===== src/rtl/spell_mem_router.sv =====
// spell_mem_router
// Registered request router and handshake controller for the SPELL core's
// memory path. A core request is latched, decoded to the internal memory or
// to the IO window (data space only), and the target select is held until
// that target answers or the access times out. Completion is reported with
// a one-cycle data_ready pulse and registered read data.
//
// Ports:
//   clk, rst                 clock and synchronous active-high reset
//   select, addr, data_in,
//   memory_type_data, write  core request (select is a level)
//   data_out, data_ready     registered read data and completion pulse
//   busy                     high whenever the FSM is not idle
//   timeout_err              sticky timeout flag, cleared only by rst
//   mem_*                    internal-memory request / response
//   io_*                     IO request / response (io_addr is the window offset)

module spell_mem_router #(
   parameter int unsigned       ADDR_W  = 8,
   parameter int unsigned       DATA_W  = 8,
   parameter logic [ADDR_W-1:0] IO_BASE = 8'h20,
   parameter logic [ADDR_W-1:0] IO_SIZE = 8'h40,
   parameter int unsigned       TIMEOUT = 15
) (
   input  logic              clk,
   input  logic              rst,
   input  logic              select,
   input  logic [ADDR_W-1:0] addr,
   input  logic [DATA_W-1:0] data_in,
   input  logic              memory_type_data,
   input  logic              write,
   output logic [DATA_W-1:0] data_out,
   output logic              data_ready,
   output logic              busy,
   output logic              timeout_err,
   output logic              mem_select,
   output logic              mem_write,
   output logic              mem_type_data,
   output logic [ADDR_W-1:0] mem_addr,
   output logic [DATA_W-1:0] mem_wdata,
   input  logic [DATA_W-1:0] mem_rdata,
   input  logic              mem_ready,
   output logic              io_select,
   output logic              io_write,
   output logic [ADDR_W-1:0] io_addr,
   output logic [DATA_W-1:0] io_wdata,
   input  logic [DATA_W-1:0] io_rdata,
   input  logic              io_ready
);

   // Counter only needs to reach TIMEOUT-1.
   localparam int               CNT_W    = (TIMEOUT > 2) ? $clog2(TIMEOUT) : 1;
   localparam int               LAST_I   = (TIMEOUT > 0) ? int'(TIMEOUT) - 1 : 0;
   localparam int               ONE_I    = 1;
   localparam logic [CNT_W-1:0] CNT_LAST = LAST_I[CNT_W-1:0];
   localparam logic [CNT_W-1:0] CNT_ONE  = ONE_I[CNT_W-1:0];
   localparam bit               TO_EN    = (TIMEOUT != 0);

   typedef enum logic [1:0] {
      ST_IDLE    = 2'd0,
      ST_ACCESS  = 2'd1,
      ST_DONE    = 2'd2,
      ST_RELEASE = 2'd3
   } state_t;

   state_t           state_r;
   logic [CNT_W-1:0] cnt_r;
   logic             to_io_r;

   logic             decode_io_s;
   logic             tgt_ready_s;
   logic [DATA_W-1:0] tgt_rdata_s;

   // Window test done one bit wider than the address so BASE+SIZE cannot wrap.
   function automatic logic in_io_window(input logic [ADDR_W-1:0] a);
      logic [ADDR_W:0] a_x;
      logic [ADDR_W:0] lo_x;
      logic [ADDR_W:0] hi_x;
      a_x  = {1'b0, a};
      lo_x = {1'b0, IO_BASE};
      hi_x = lo_x + {1'b0, IO_SIZE};
      return (IO_SIZE != '0) && (a_x >= lo_x) && (a_x < hi_x);
   endfunction

   // Only data-space requests may reach the IO window.
   assign decode_io_s = memory_type_data & in_io_window(addr);
   assign tgt_ready_s = to_io_r ? io_ready : mem_ready;
   assign tgt_rdata_s = to_io_r ? io_rdata : mem_rdata;

   // Request FSM; every output is a register written here.
   always_ff @(posedge clk) begin
      if (rst) begin
         state_r       <= ST_IDLE;
         cnt_r         <= '0;
         to_io_r       <= 1'b0;
         data_out      <= '0;
         data_ready    <= 1'b0;
         busy          <= 1'b0;
         timeout_err   <= 1'b0;
         mem_select    <= 1'b0;
         mem_write     <= 1'b0;
         mem_type_data <= 1'b0;
         mem_addr      <= '0;
         mem_wdata     <= '0;
         io_select     <= 1'b0;
         io_write      <= 1'b0;
         io_addr       <= '0;
         io_wdata      <= '0;
      end else begin
         data_ready <= 1'b0;
         case (state_r)
            ST_IDLE: begin
               if (select) begin
                  // Both targets see the latched request; only one gets select.
                  to_io_r       <= decode_io_s;
                  mem_select    <= ~decode_io_s;
                  io_select     <= decode_io_s;
                  mem_write     <= write;
                  mem_type_data <= memory_type_data;
                  mem_addr      <= addr;
                  mem_wdata     <= data_in;
                  io_write      <= write;
                  io_addr       <= addr - IO_BASE;
                  io_wdata      <= data_in;
                  cnt_r         <= '0;
                  busy          <= 1'b1;
                  state_r       <= ST_ACCESS;
               end else begin
                  busy <= 1'b0;
               end
            end
            ST_ACCESS: begin
               // Ready is checked first so it wins over a coincident timeout.
               if (tgt_ready_s) begin
                  if (!mem_write) begin
                     data_out <= tgt_rdata_s;
                  end else begin
                     data_out <= data_out;
                  end
                  mem_select <= 1'b0;
                  io_select  <= 1'b0;
                  data_ready <= 1'b1;
                  state_r    <= ST_DONE;
               end else if (TO_EN && (cnt_r == CNT_LAST)) begin
                  if (!mem_write) begin
                     data_out <= {DATA_W{1'b1}};
                  end else begin
                     data_out <= data_out;
                  end
                  mem_select  <= 1'b0;
                  io_select   <= 1'b0;
                  timeout_err <= 1'b1;
                  data_ready  <= 1'b1;
                  state_r     <= ST_DONE;
               end else begin
                  cnt_r <= cnt_r + CNT_ONE;
               end
            end
            ST_DONE: begin
               if (select) begin
                  state_r <= ST_RELEASE;
               end else begin
                  busy    <= 1'b0;
                  state_r <= ST_IDLE;
               end
            end
            ST_RELEASE: begin
               // A held select is never treated as a new request.
               if (!select) begin
                  busy    <= 1'b0;
                  state_r <= ST_IDLE;
               end else begin
                  state_r <= ST_RELEASE;
               end
            end
            default: begin
               mem_select <= 1'b0;
               io_select  <= 1'b0;
               busy       <= 1'b0;
               state_r    <= ST_IDLE;
            end
         endcase
      end
   end

endmodule

===== config.mk =====
export PLATFORM = sky130hd
export DESIGN_NAME = spell_mem_router
export DESIGN_NICKNAME = d
export VERILOG_FILES = /design/src/rtl/spell_mem_router.sv
export SDC_FILE = /design/constraint.sdc
export NUM_CORES = 1
export LEC_CHECK = 0
export CAP_MARGIN = 20
export CORE_ASPECT_RATIO = 0.75
export CORE_UTILIZATION = 35
export DETAILED_ROUTE_END_ITERATION = 10
export DONT_BUFFER_PORTS = 1
export SYNTH_ARGS = -nofsm -noshare
export SYNTH_HDL_FRONTEND = slang
export SYNTH_SLANG_ARGS = --single-unit
export TNS_END_PERCENT = 30

===== constraint.sdc =====
create_clock -name clk -period 1.4 [get_ports clk]
set_input_delay 0.14 -clock clk [delete_from_list [all_inputs] [get_ports clk]]
set_output_delay 0.14 -clock clk [all_outputs]
set_load 0.005 [all_outputs]

**Word level (Yosys, flattened, before mapping)**

Cells that the tools add are included.

- Output and inout bits: 48
- Word-level logic and storage cells: 73
- Flip-flop bits (word level): 46
- Bits of input ports: 39

- Equality and inequality tests: 11
- Add/sub/neg operators: 2
- Bitwise gates (word level): 4
- Reduce and logical (&&, ||, !) cells: 14
- Magnitude comparators: 2
- Muxes and demuxes: 26

Operators with widths:

| cell | number |
|---|---|
| 2-to-1 mux 8 bit | 5 |
| 2-to-1 mux 4 bit | 3 |
| inequality test 2 bit, second input constant | 6 |
| 2-to-1 mux 1 bit | 9 |
| greater-or-equal comparator 8 x 6 -> 1 bit, second input constant | 1 |
| less-than comparator 8 x 7 -> 1 bit, second input constant | 1 |
| 2-to-1 mux 2 bit | 4 |
| one-hot mux 4 bit (2 select lines) | 1 |
| AND reduction 4 bit | 2 |
| subtractor 8 x 6 -> 8 bit, second input constant | 1 |
| one-hot mux 1 bit (2 select lines) | 3 |
| one-hot mux 2 bit (3 select lines) | 1 |
| AND reduction 2 bit | 3 |
| AND reduction 3 bit | 2 |
| nonzero test 2 bit | 3 |
| adder 4 x 1 -> 4 bit, second input constant | 1 |
| == test 2 bit, second input constant | 2 |
| == test 4 bit, second input constant | 1 |
| OR reduction 2 bit | 2 |
| inequality test 3 bit, second input constant | 1 |
| inverter 1 bit | 3 |
| == test 2 x 1 -> 1 bit, second input constant | 1 |
| zero test 2 bit | 1 |
| bitwise AND 1 bit | 1 |
| logical AND 1 bit | 1 |

**Depth between registers and ports, before layout**

- Depth after elaboration: 6
- Depth in mapped cells: 5

**Worst setup path after synthesis**

OpenSTA, ideal clock, no wires.

- Path kind: register to register
- Start: register cnt_r[0]
- End: register cnt_r[3]
- Slack: -0.155 ns
- Data required time: 1.281 ns
- Path buffers: 0
- Arrival: 1.436 ns
- Clock period less this slack: 1.555 ns
- Stages on the path, launching flop included: 6
- Path through: dfxtp_1 inv_1 ha_1 and3_1 or4_1 mux2i_1

- Longest elaborated chain between the ends: 4

RTL lines:

| item | line | text |
|---|---|---|
| start: declaration | 67 | `logic [CNT_W-1:0] cnt_r;` |
| start signal: assignment | 156 | `cnt_r <= cnt_r + CNT_ONE;` |
| adder 4 x 1 -> 4 bit | 156 |  |
| 2-to-1 mux 4 bit | 144 | `end else if (TO_EN && (cnt_r == CNT_LAST)) begin` |
| 2-to-1 mux 4 bit | 134 | `if (tgt_ready_s) begin` |
| one-hot mux 4 bit (2 select lines) | 111 | `case (state_r)` |

Several ways; a longest one is shown, not always the timed one. The select of a mux whose other input is x is not followed.
A chain may end at the register's enable or synchronous reset.

**Worst setup path in the final report**

- Start: register to_io_r
- End: register cnt_r[3]

- Longest elaborated chain between the ends: 3

RTL lines:

| item | line | text |
|---|---|---|
| start: declaration | 68 | `logic to_io_r;` |
| start signal: assignment | 115 | `to_io_r <= decode_io_s;` |
| 2-to-1 mux 1 bit | 87 | `assign tgt_ready_s = to_io_r ? io_ready : mem_ready;` |
| inequality test 2 bit (no line) | - |  |
| AND reduction 4 bit (no line) | - |  |

No other way between the ends.

==> reports/results.txt <==
Die span in y -> 65.8 um
Drt first pass iters -> 4
Post-synthesis register bit count -> 41
Number of buffers created by CTS -> 5
Final core occ -> 47.5%
Syn_area_per_cell -> 9.14 um2
Cell variety after synth -> 37
CP Data Arrival Time -> 1.60 ns
Met1 usage -> 19.5%
Synth Cell Area -> 1900 um2
Sequential-to-total area share from yosys stat -> 43.2%
Core area -> 5060 um2
Minimum clock period -> 1.42 ns
EDFF count, synth -> 0
Pwr Density -> 1090 nW/um2
Setup TNS -> -0.0173 ns
Number of global-route vias before repair -> 1419
Met2 GRT Util -> 25.2%
Compound-gate portion of the synthesized area -> 17.2%
CTS clk-pin slew, worst paths -> 0.08 ns
Final ANT Viol Nets -> 0
Max-cap violation count -> 0
I/O Pins -> 87
Largest net degree at the start of global routing -> 36
Die ar. -> 5730 um2
Final hold slack -> 0.0281 ns
Post-synthesis mux area share -> 8.69%
Ratio of cells with drive above 1 in the final layout -> 22.8%
Mapped Cells -> 208
RSZ-0062 raised after global routing -> yes
Fill cells -> 499
Fin. max-slew vios -> 0
Layout Nets -> 274
Via count -> 1507
Failing checks -> negative setup slack
XOR/XNOR Fraction of Synth Area -> 0.922%
Critical-path maximum fanout -> 3
Top_reg_cell synth -> dfxtp_1
Initial DRC count -> 86
First-pass GRT wire length -> 6.89 mm
Diode count -> 0
H-Tree Depth -> 2
Clock Skews -> 0.00556 ns
Final wirelength -> 4.40 mm
DR vias/cell -> 4.96
Worst min-delay path class -> in -> reg
GRT Residual Overflow -> 0
Critical path capture point type -> register
Startpoint types -> register
Worst Setup SP -> to_io_r$_SDFFE_PP0P_
Routed WL per cell -> 14.5 um
Peak Freq -> 0.706 GHz
M3 GR Usage -> 7.49%
Synth-to-layout area growth -> 26.6%
Synth Area in Simple Gates -> 17.1%
HPWL after detailed placement -> 2.85 mm
Gpl congestion -> 0.776
PnR worst setup slack -> -0.0172 ns
Ys Warns -> 0
Initial antenna violation count -> 0
Final period util -> 101%
CTS tree -> done
Run status -> finished with violations
P_leak -> 0.899 nW
Total global-route track usage -> 16.1%
Worst slew pin tran -> 0.351 ns
Synth Area in Adders -> 2.63%
Ys async rst share -> 0%
Global routing's busiest layer -> met2
Worst-Skew Late Latency -> 0.29 ns
# rows -> 22
Peak VDD IR -> 0.572 mV
CTS Buffer Depth -> 2
CP Class -> reg -> reg
Root Buffer -> clkbuf_8
Remaining DRCs -> 0
Synth Net Count -> 251
Input/output buffers -> 0
Final Hold Fails -> 0
Initial Utilization -> 37.5%
Die X -> 87.1 um
Commonest non-fill, non-tap cells in the layout -> nand2_1 (38), dfxtp_1 (38), a21oi_1 (21)
Total power draw -> 2.63 mW
Req. time, crit path -> 1.58 ns
Worst slew margin -> 76.4%
Final number of setup-violating endpoints -> 2
R2r startpoint -> to_io_r$_SDFFE_PP0P_
CTS sink cnt -> 41
Hold_sp -> rst
Main combinational cell family by area after synthesis -> compound AO/OA/AOI/OAI gates
[final cells by class]
class | instances | area (um2) | area share, %
multi-input combinational | 131 | 942 | 39.2
clock inverter | 2 | 38.8 | 1.61
sequential | 41 | 825 | 34.3
timing repair buffer | 40 | 393 | 16.3
clock buffer | 6 | 72.6 | 3.02
tap | 72 | 90.1 | 3.74
inverter | 12 | 45.0 | 1.87
[stage by stage]
stage | area, um2 | worst slack (ns) | instances
global placement | 2010 | -0.0660 | 273
finish | 2410 | -0.0172 | 304
global route | 2410 | -0.0798 | 304
detailed placement | 2010 | -0.0645 | 273
CTS | 2380 | -0.0198 | 304
floorplan | 1920 | -0.00474 | 208
[cell usage after synthesis, drive strengths merged, types with 2 or more instances]
cell type,count,area (um2)
and3,2,12.5
o21ai,2,10.0
or3,2,12.5
nand3,7,35.0
nor2,8,30.0
mux2,2,22.5
dfxtp,41,821
a211oi,2,15.0
buf,15,116
nand4,2,12.5
mux2i,13,143
a21oi,22,110
a31oi,2,12.5
ha,4,50.1
clkbuf,9,33.8
nand2,38,143
inv,12,45.0
a221oi,8,120
[critical path, stage by stage (launching register included)]
cell     delay [ns]
dfxtp_2        0.36
mux2_4         0.31
or4_4          0.51
mux2i_1        0.13
[routing by layer]
layer  vias up  share of wire, %
li1        753                 -
met2        57                46
met1       693                45
met5         -                 0
met3         4               8.7
met4         0               1.1
[path summary, 6_finish.rpt]
| kind | to | slack, ns | cells after the start |
|---|---|---|---|
| hold / removal | cnt_r[2]$_SDFFE_PP0P_ | 0.03 | 2 |
| hold reg to reg | mem_type_data$_SDFFE_PP0P_ | 0.48 | 2 |
| setup reg to reg | cnt_r[3]$_SDFFE_PP0P_ | -0.02 | 3 |
| setup / recovery | cnt_r[3]$_SDFFE_PP0P_ | -0.02 | 3 |
[what timing repair did]
action / in CTS / in global routing
hold buffers: 20 / 0
hold endpoints to repair: 35 / 0
gates resized for setup: 7 / 5
endpoints found under the setup margin: 10 / 12
buffers inserted: 3 / 0
pin swaps: 9 / 2
[power by group]
group | switching, mW | total (mW) | internal (mW) | leakage (nW)
sequential | 0.0699 | 1.31 | 1.24 | 0.337
combinational | 0.179 | 0.375 | 0.195 | 0.507
clock | 0.416 | 0.952 | 0.535 | 0.0554
[registers in the layout, indices dropped and copies added, names as in the netlist]
register / flops
timeout_err: 1
io_wdata: 8
state_r: 2
io_addr: 3
busy: 1
data_out: 8
cnt_r: 4
data_ready: 1
io_write: 1
mem_addr: 8
io_select: 1
mem_type_data: 1
mem_select: 1
to_io_r: 1
[cells by family (layout without fill, tap and decap cells)]
kind of cell / Yosys count / in the layout
compound gates: 42 / 42
xor+xnor: 2 / 2
fa+ha+maj: 4 / 4
buf+inv: 36 / 60
flops: 41 / 41
mux: 15 / 15
simple gates: 68 / 68
(Power assumes the default switching activity.)
